==> config.mk <==
export PLATFORM = sky130hd
export DESIGN_NAME = sd_spi_master
export DESIGN_NICKNAME = d
export VERILOG_FILES = /design/src/rtl/sd_spi_master.sv
export SDC_FILE = /design/constraint.sdc
export NUM_CORES = 1
export LEC_CHECK = 0
export CAP_MARGIN = 20
export CORE_MARGIN = 2
export CORE_UTILIZATION = 56
export DETAILED_ROUTE_END_ITERATION = 8
export PLACE_DENSITY = 0.79
export SLEW_MARGIN = 25
export SYNTH_ARGS = -nofsm -noshare
export SYNTH_HDL_FRONTEND = slang
export SYNTH_SLANG_ARGS = --single-unit
==> constraint.sdc <==
create_clock -name clk_sys -period 1.9 [get_ports clk_sys]
set_input_delay 0.285 -clock clk_sys [delete_from_list [all_inputs] [get_ports clk_sys]]
set_output_delay 0.285 -clock clk_sys [all_outputs]
set_load 0.02 [all_outputs]
==> src/rtl/sd_spi_master.sv <==
// SPI mode-0 master for the emulated SD card: CPU writes a byte, it is shifted out MSB-first
// while the returned byte is captured; DATA/CTRL-STATUS/DIV registers on a small CPU bus.
module sd_spi_master #(
  parameter logic [7:0] DIV_RESET = 8'd7,
  parameter logic [7:0] DIV_MIN   = 8'd2
) (
  input  logic       clk_sys,
  input  logic       reset,
  input  logic       cpu_sel,
  input  logic       cpu_we,
  input  logic [1:0] cpu_addr,
  input  logic [7:0] cpu_din,
  output logic [7:0] cpu_dout,
  output logic       sd_cs,
  output logic       sd_sck,
  output logic       sd_sdi,
  input  logic       sd_sdo
);

  typedef enum logic [1:0] {IDLE, LOW, HIGH} state_t;

  state_t     state_reg, state_next;
  logic [7:0] sr_reg, sr_next;
  logic [7:0] rx_reg, rx_next;
  logic [7:0] div_reg, div_next;
  logic [7:0] hc_reg, hc_next;
  logic [7:0] hp_div_reg, hp_div_next;
  logic [2:0] bit_reg, bit_next;
  logic       cs_n_reg, cs_n_next;
  logic       sck_reg, sck_next;
  logic       sdi_reg, sdi_next;
  logic       ovr_reg, ovr_next;

  logic       busy;
  logic [7:0] div_eff;
  logic       wr_data, wr_ctrl, wr_div;

  assign busy    = (state_reg != IDLE);
  assign div_eff = (div_reg < DIV_MIN) ? DIV_MIN : div_reg;
  assign wr_data = cpu_sel && cpu_we && (cpu_addr == 2'd0);
  assign wr_ctrl = cpu_sel && cpu_we && (cpu_addr == 2'd1);
  assign wr_div  = cpu_sel && cpu_we && (cpu_addr == 2'd2);

  always_ff @(posedge clk_sys) begin
    if (reset) begin
      state_reg  <= IDLE;
      sr_reg     <= 8'h00;
      rx_reg     <= 8'hff;
      div_reg    <= DIV_RESET;
      hc_reg     <= 8'h00;
      hp_div_reg <= DIV_RESET;
      bit_reg    <= 3'd0;
      cs_n_reg   <= 1'b1;
      sck_reg    <= 1'b0;
      sdi_reg    <= 1'b1;
      ovr_reg    <= 1'b0;
    end else begin
      state_reg  <= state_next;
      sr_reg     <= sr_next;
      rx_reg     <= rx_next;
      div_reg    <= div_next;
      hc_reg     <= hc_next;
      hp_div_reg <= hp_div_next;
      bit_reg    <= bit_next;
      cs_n_reg   <= cs_n_next;
      sck_reg    <= sck_next;
      sdi_reg    <= sdi_next;
      ovr_reg    <= ovr_next;
    end
  end

  // hp_div_reg holds the divider latched at each half-period start, so DIV writes
  // made mid-transfer only affect the following half-period.
  always_comb begin
    state_next  = state_reg;
    sr_next     = sr_reg;
    rx_next     = rx_reg;
    div_next    = div_reg;
    hc_next     = hc_reg;
    hp_div_next = hp_div_reg;
    bit_next    = bit_reg;
    cs_n_next   = cs_n_reg;
    sck_next    = sck_reg;
    sdi_next    = sdi_reg;
    ovr_next    = ovr_reg;

    if (wr_div) div_next = cpu_din;

    case (state_reg)
      IDLE: begin
        if (wr_data) begin
          sr_next     = cpu_din;
          sdi_next    = cpu_din[7];
          bit_next    = 3'd7;
          hc_next     = 8'h00;
          hp_div_next = div_eff;
          state_next  = LOW;
        end
        if (wr_ctrl) begin
          cs_n_next = cpu_din[0];
          if (cpu_din[6]) ovr_next = 1'b0;
        end
      end
      LOW: begin
        if (hc_reg == hp_div_reg) begin
          sck_next    = 1'b1;
          hc_next     = 8'h00;
          hp_div_next = div_eff;
          state_next  = HIGH;
        end else begin
          hc_next = hc_reg + 8'd1;
        end
      end
      HIGH: begin
        if (hc_reg == hp_div_reg) begin
          // MISO sampled in the last high cycle; old sr[6] becomes the next MOSI bit
          sr_next     = {sr_reg[6:0], sd_sdo};
          sck_next    = 1'b0;
          hc_next     = 8'h00;
          hp_div_next = div_eff;
          if (bit_reg == 3'd0) begin
            rx_next    = {sr_reg[6:0], sd_sdo};
            sdi_next   = 1'b1;
            state_next = IDLE;
          end else begin
            bit_next   = bit_reg - 3'd1;
            sdi_next   = sr_reg[6];
            state_next = LOW;
          end
        end else begin
          hc_next = hc_reg + 8'd1;
        end
      end
      default: state_next = IDLE;
    endcase

    if (busy && (wr_data || wr_ctrl)) ovr_next = 1'b1;
  end

  always_comb begin
    case (cpu_addr)
      2'd0:    cpu_dout = rx_reg;
      2'd1:    cpu_dout = {busy, ovr_reg, 5'b00000, cs_n_reg};
      2'd2:    cpu_dout = div_reg;
      default: cpu_dout = 8'hff;
    endcase
  end

  assign sd_cs  = cs_n_reg;
  assign sd_sck = sck_reg;
  assign sd_sdi = sdi_reg;

endmodule

==> reports/metrics.cfg, run 1 <==
[routing]
routed_wire_length_per_instance_um = 16.4
drtAntennaViolNets = 0
first_pass_iters = 4
routed_wirelength_um = 6120
drt_first_iter_violations = 128
drcViolationCount = 0
num_vias = 2207
vias_per_cell = 5.90

[worst_setup_path]
critical_path.reg2reg.startpoint = state_reg[1]$_SDFFE_PP0P_
rr_worst_depth = 8
worst-endpoint-arrival_ns = 1.98
cp_data_required_time_ns = 2.10
path_max_fanout = 12
regToRegEndpoint = sr_reg[0]$_SDFFE_PP0P_
worst-r2r-setup-slack_ns = 0.12
cp-end-kind = flip-flop
setup.worst_path.start_class = flip-flop
criticalPathCategory = flip-flop to flip-flop

[sta]
timing_max_transition_violations_final = 0
hold_viol_final = 0
rsz_0062_raised_after_global_routing = false
clock-skew-final_ns = 0.00716
final-setup-viol-count = 0
fin_ws_ns = 0.123
post-route-period-util = 0.935
period_minus_slack_ns = 1.78
fmax_mhz = 563
relSlewSlack = 0.668
worst_pin_slew_ns = 0.494
fin_setup_tns_ns = 0
hold_slack_ns = 0.489

[clock_network]
cts_root_buffer = clkbuf_8
clock_path_buffers = 2
htreeDepth = 2
tritoncts = yes
clock_latency_ns = 0.30
numClockSinks = 48
cts_inserted_buffers = 5
post_cts.repair.setup_buffers = 0
clk_pin_slew_ns = 0.09

[pwr]
leakagePower_nw = 1.15
p_sw_mw = 0.742
power_density_nw_per_um2 = 749
vdd_drop_max_mv = 0.563
power.switching_fraction = 0.313
total_power_mw = 2.37
power_frac_seq = 0.459
intPower_mw = 1.63
power.share.clock = 0.267
share_comb_of_total_power = 0.274

[die]
die_x_um = 71.5
floorplan.initialDensity = 0.581
dieHeight_um = 71.5
rows = 24
floorplan.die_area_sq_um = 5110
core_box_area_sq_um = 4380
num_io_pins = 26

[cells_and_area]
antenna_cells = 0
post-route-util = 0.723
final_layout_size_suffix_gt1_frac = 0.205
syn2layout_area_growth_pct = 24.3
nets = 344

[grt]
antenna_found_initial = 0
grt_overflow_total = 0
grt_pass1_wl_um = 10600
vias_in_the_first_global_route = 2180
grt_start_max_net_pins = 18
grtUsageTotal = 0.264

[synthesis]
synth_flop_cell = dfxtp_1
synthCells = 273
post_synthesis_instance_area_sq_um = 2550
synth.yosys.seq_area_share = 0.377
synthesis.area_per_instance_sq_um = 9.34
synth_warnings = 0
ys_ff_latch = 48
mappedNetlistNets = 296
synth.distinct_cells = 52
synth_edf_count = 0
async_flop_share = 0

[outcome]
outcome = completed

[run]
max_cap_viol_count = 0

[placement]
dp_worst_setup_slack_ns = -0.366
globalplace.congestion = 0.833
port_buffers = 25
hpwl_um = 4620

[hold_path]
min_from = rx_reg[2]$_SDFFE_PP1P_
min_path_cells = 2
hold_path_end = rx_reg[2]$_SDFFE_PP1P_
min_path_type = flip-flop to flip-flop

## routing by layer
metal	GRT usage	share of wire	vias to the layer above	routed length [um]
met2	0.419	0.48	48	2930
li1	-	-	1086	-
met4	0.0839	0.019	0	114
met3	0.0464	0.041	13	252
met5	0	0	-	0
met1	0.369	0.46	1060	2820
## layout by cell type (no fill, tap or decap), drive strengths merged, types with 8 or more instances in the layout
master,n
a21oi,19
buf,30
clkdlybuf4s50,15
dfxtp,48
dlygate4sd2,8
ha,8
inv,11
mux2i,23
nand2,31
nand3,11
nor2,13
nor3,14
o21ai,18
xnor2,12
## power by group through the flow
| stage | combinational (mW) | clock, mW | sequential (mW) |
|---|---|---|---|
| after floorplan | 0.394 | 0 | 1.11 |
| after global placement | 0.623 | 0 | 1.11 |
| after detailed placement | 0.636 | 0 | 1.11 |
| after CTS | 0.633 | 0.645 | 1.09 |
| after global routing | 0.717 | 0.695 | 1.09 |
| final | 0.651 | 0.633 | 1.09 |
## kinds of logic after synthesis
family                     synth area share
and+or+nand+nor                       0.183
AOI/OAI and AO/OA                     0.187
DFF                                   0.377
buffers and inverters                0.0442
muxes                                0.0947
xor gates and xnor gates             0.0751
adders and majority gates            0.0393
## layout make-up
cell class | count | area, sq um
Timing Repair Buffer | 55 | 504
Tap cell | 52 | 65.1
Inverter | 11 | 41.3
Multi-Input combinational cell | 200 | 1500
Sequential cell | 48 | 961
Clock inverter | 1 | 7.51
Fill cell | 343 | 1210
Clock buffer | 7 | 86.3
## cell usage after synthesis (4+ instances only)
master | instances | share of area
dfxtp_1 | 48 | 0.38
nand2_1 | 31 | 0.046
mux2i_1 | 23 | 0.090
a21oi_1 | 18 | 0.035
o21ai_0 | 14 | 0.027
nor2_1 | 12 | 0.018
inv_1 | 11 | 0.016
nand3_1 | 11 | 0.022
nor3_1 | 11 | 0.022
clkbuf_1 | 8 | 0.012
ha_1 | 8 | 0.039
xnor2_2 | 8 | 0.051
a311oi_1 | 7 | 0.024
xnor2_1 | 4 | 0.014
## critical path: stages, from the launching register on
cell and delay, ns:
dfxtp_1 0.33, inv_1 0.15, ha_4 0.19, nand3_1 0.11
buf_4 0.18, o22ai_4 0.18, buf_12 0.17, a21oi_1 0.07
a311oi_1 0.30
## worst max-delay path by stage
stage / start / end / slack [ns] / depth (start not counted)
5_1_grt: hc_reg[5]$_SDFFE_PP0P_ / sr_reg[0]$_SDFFE_PP0P_ / 0.01 / 6
3_3_place_gp: cpu_addr[1] / cpu_dout[1] / -0.32 / 6
4_1_cts: state_reg[1]$_SDFFE_PP0P_ / hc_reg[7]$_SDFFE_PP0P_ / 0.06 / 7
3_5_place_dp: cpu_addr[1] / cpu_dout[4] / -0.37 / 6
6_report: state_reg[1]$_SDFFE_PP0P_ / sr_reg[0]$_SDFFE_PP0P_ / 0.12 / 8
2_1_floorplan: state_reg[0]$_SDFFE_PP0P_ / hp_div_reg[2]$_SDFFE_PP1P_ / 0.16 / 8
## timing repair
action                                  4_1_cts  5_1_grt
gates cloned                                  0        0
gates resized for setup                      15        5
endpoints found under the setup margin        9       10
hold buffers                                  0        0
## per-stage QoR
step,cell area (sq um),cells
2_1_floorplan,2550,273
3_3_place_gp,3060,366
3_5_place_dp,3060,366
4_1_cts,3150,374
5_1_grt,3170,374
6_report,3170,374
Note: power is estimated with default switching activity, not from simulation.
==> run 2: changes to the inputs <==
Settings changed: CORE_ASPECT_RATIO from default to 0.6, GPL_TIMING_DRIVEN from default to 0, SKIP_LAST_GASP from default to 1.
==> run 2 against run 1 <==
Effect of this change:
- die area rose by 0.35%
- power grew 2.4%
- cell count fell by 0.27%
- routed wire length grew 11%
- fmax is 5.0% lower
- cell area down 1.9%
- sequential power about the same
==> reports/metrics.cfg, run 2 (synthesized netlist as in run 1, its figures left out) <==
[outcome]
outcome = completed

[worst_setup_path]
worst-endpoint-arrival_ns = 2.08  ; +0.10 ns
rr_worst_depth = 8  ; unchanged
setup.worst_path.start_class = flip-flop
criticalPathCategory = flip-flop to flip-flop
cp_data_required_time_ns = 2.11  ; about the same
cp-end-kind = flip-flop
path_max_fanout = 10  ; -2

[cells_and_area]
combined_flip_flop_and_latch_cell_area_sq_um = 962  ; +0.13%
finalNonFillerCells = 373  ; -0.27%
syn2layout_area_growth_pct = 22.0
nets = 336  ; -2.3%
fillerInstances = 347  ; +1.2%
mostFrequentLayoutCells = 47 x dfxtp_1, 31 x nand2_1, 23 x mux2i_1
layout_commonest_cell = dfxtp_1
antenna_cells = 0  ; unchanged
multi_input_area_sq_um = 1530  ; +1.8%
post-route-util = 0.735  ; +0.0117
post_route_cell_area_sq_um = 3110  ; -1.9%
final_layout_size_suffix_gt1_frac = 0.188  ; -0.0165

[grt]
grt_pass1_wl_um = 11000  ; +3.8%
grt_overflow_total = 0  ; unchanged
grt_start_max_net_pins = 14  ; -4
vias_in_the_first_global_route = 2095  ; -3.9%
grtUsageTotal = 0.274  ; +0.00985
antenna_found_initial = 0  ; unchanged

[routing]
drcViolationCount = 0  ; unchanged
num_vias = 2262  ; +2.5%
routed_wirelength_um = 6810  ; +11%
first_pass_iters = 5  ; +1
drtAntennaViolNets = 0  ; unchanged
vias_per_cell = 6.06  ; +2.8%
routed_wire_length_per_instance_um = 18.2  ; +11%
drt_first_iter_violations = 196  ; +53%

[clock_network]
clock_path_buffers = 2  ; unchanged
clock_latency_ns = 0.31  ; about the same
htreeDepth = 2  ; unchanged
tritoncts = yes
cts_inserted_buffers = 5  ; unchanged
cts_root_buffer = clkbuf_8
clk_pin_slew_ns = 0.09  ; about the same
numClockSinks = 48  ; unchanged

[sta]
fmax_mhz = 535  ; -5.0%
final-setup-viol-count = 0  ; unchanged
fin_setup_tns_ns = 0  ; unchanged
relSlewSlack = 0.588  ; -0.0803
clock-skew-final_ns = 0.0101  ; +0.00289 ns
period_minus_slack_ns = 1.87  ; +0.0934 ns
post-route-period-util = 0.984  ; +0.0492
worst_pin_slew_ns = 0.618  ; +0.124 ns
hold_slack_ns = 0.451  ; -0.0376 ns
hold_viol_final = 0  ; unchanged
fin_ws_ns = 0.0298  ; -0.0934 ns
timing_max_transition_violations_final = 0  ; unchanged

[hold_path]
min_path_type = primary input to flip-flop
min_path_cells = 2  ; unchanged

[placement]
hpwl_um = 4710  ; +1.9%
globalplace.congestion = 0.833  ; about the same
dp_worst_setup_slack_ns = -0.550  ; -0.184 ns
dp.cells = 357  ; -2.5%
dpl_cell_area_sq_um = 2860  ; -6.3%
port_buffers = 24  ; -4.0%

[die]
die_x_um = 91.1  ; +27%
floorplan.die_area_sq_um = 5120  ; +0.35%
dieHeight_um = 56.3  ; -21%
core_box_area_sq_um = 4230  ; -3.4%
floorplan.initialDensity = 0.602  ; +0.0206
rows = 18  ; -25%
num_io_pins = 26  ; unchanged

[run]
max_cap_viol_count = 0  ; unchanged

[pwr]
total_power_mw = 2.43  ; +2.4%
vdd_drop_max_mv = 0.565  ; +0.27%
leakagePower_nw = 1.11  ; -4.2%
power_density_nw_per_um2 = 781  ; +4.3%

## run 2: cell types whose count changed in the layout (fill, tap and decap cells not counted), sizes merged
| cell | previous run | this run |
|---|---|---|
| buf | 30 | 14 |
| clkbuf | 7 | 16 |
| clkdlybuf4s15 | 2 | 5 |
| clkdlybuf4s50 | 15 | 14 |
| clkinvlp | 1 | 0 |
| dlygate4sd2 | 8 | 3 |
| dlymetal6s2s | 0 | 1 |
| nor2 | 13 | 14 |
## run 2: per-layer routing
metal,share of wire,vias to the layer above,routed length [um],global-route usage
met3,0.10,11,680,0.0725
met5,0,-,0,0
met4,0.0079,0,54,0.0693
li1,-,1071,-,-
met2,0.41,97,2820,0.375
met1,0.48,1083,3250,0.423
## run 2: timing repair
action,CTS,global route
hold buffers,0,0
pin swaps,3,2
gates cloned,1,0
buffers inserted,3,5
setup endpoints to repair,41,38
resized for setup,35,14
## run 2: power breakdown
part | switching, mW | internal (mW) | leakage [nW] | total, mW
Clock | 0.334 | 0.325 | 0.0503 | 0.659
Combinational | 0.413 | 0.260 | 0.667 | 0.673
Sequential | 0.0462 | 1.05 | 0.389 | 1.10
Total | 0.793 | 1.64 | 1.11 | 2.43
## run 2: area by class of cell
type                    count  area share
well taps                  60      0.0241
flip-flops and latches     48       0.309
inverters                  11      0.0133
clock buffers               7      0.0310
repair buffers             32      0.0953
multi-input cells         201       0.492
plain buffers              14      0.0346
## run 2: final timing paths
kind,startpoint,end,slack (ns)
max reg2reg,state_reg[0]$_SDFFE_PP0P_,sr_reg[5]$_SDFFE_PP0P_,0.03
min,reset,state_reg[0]$_SDFFE_PP0P_,0.45
max,state_reg[0]$_SDFFE_PP0P_,sr_reg[5]$_SDFFE_PP0P_,0.03
min reg2reg,rx_reg[1]$_SDFFE_PP1P_,rx_reg[1]$_SDFFE_PP1P_,0.48
## run 2: worst max-delay path, stage by stage (launching register included)
cell and delay, ns:
dfxtp_2 0.38, inv_1 0.09, ha_1 0.21, buf_6 0.15, buf_4 0.14, o22ai_4 0.21, buf_4 0.23, a21oi_1 0.09
a311oi_1 0.27
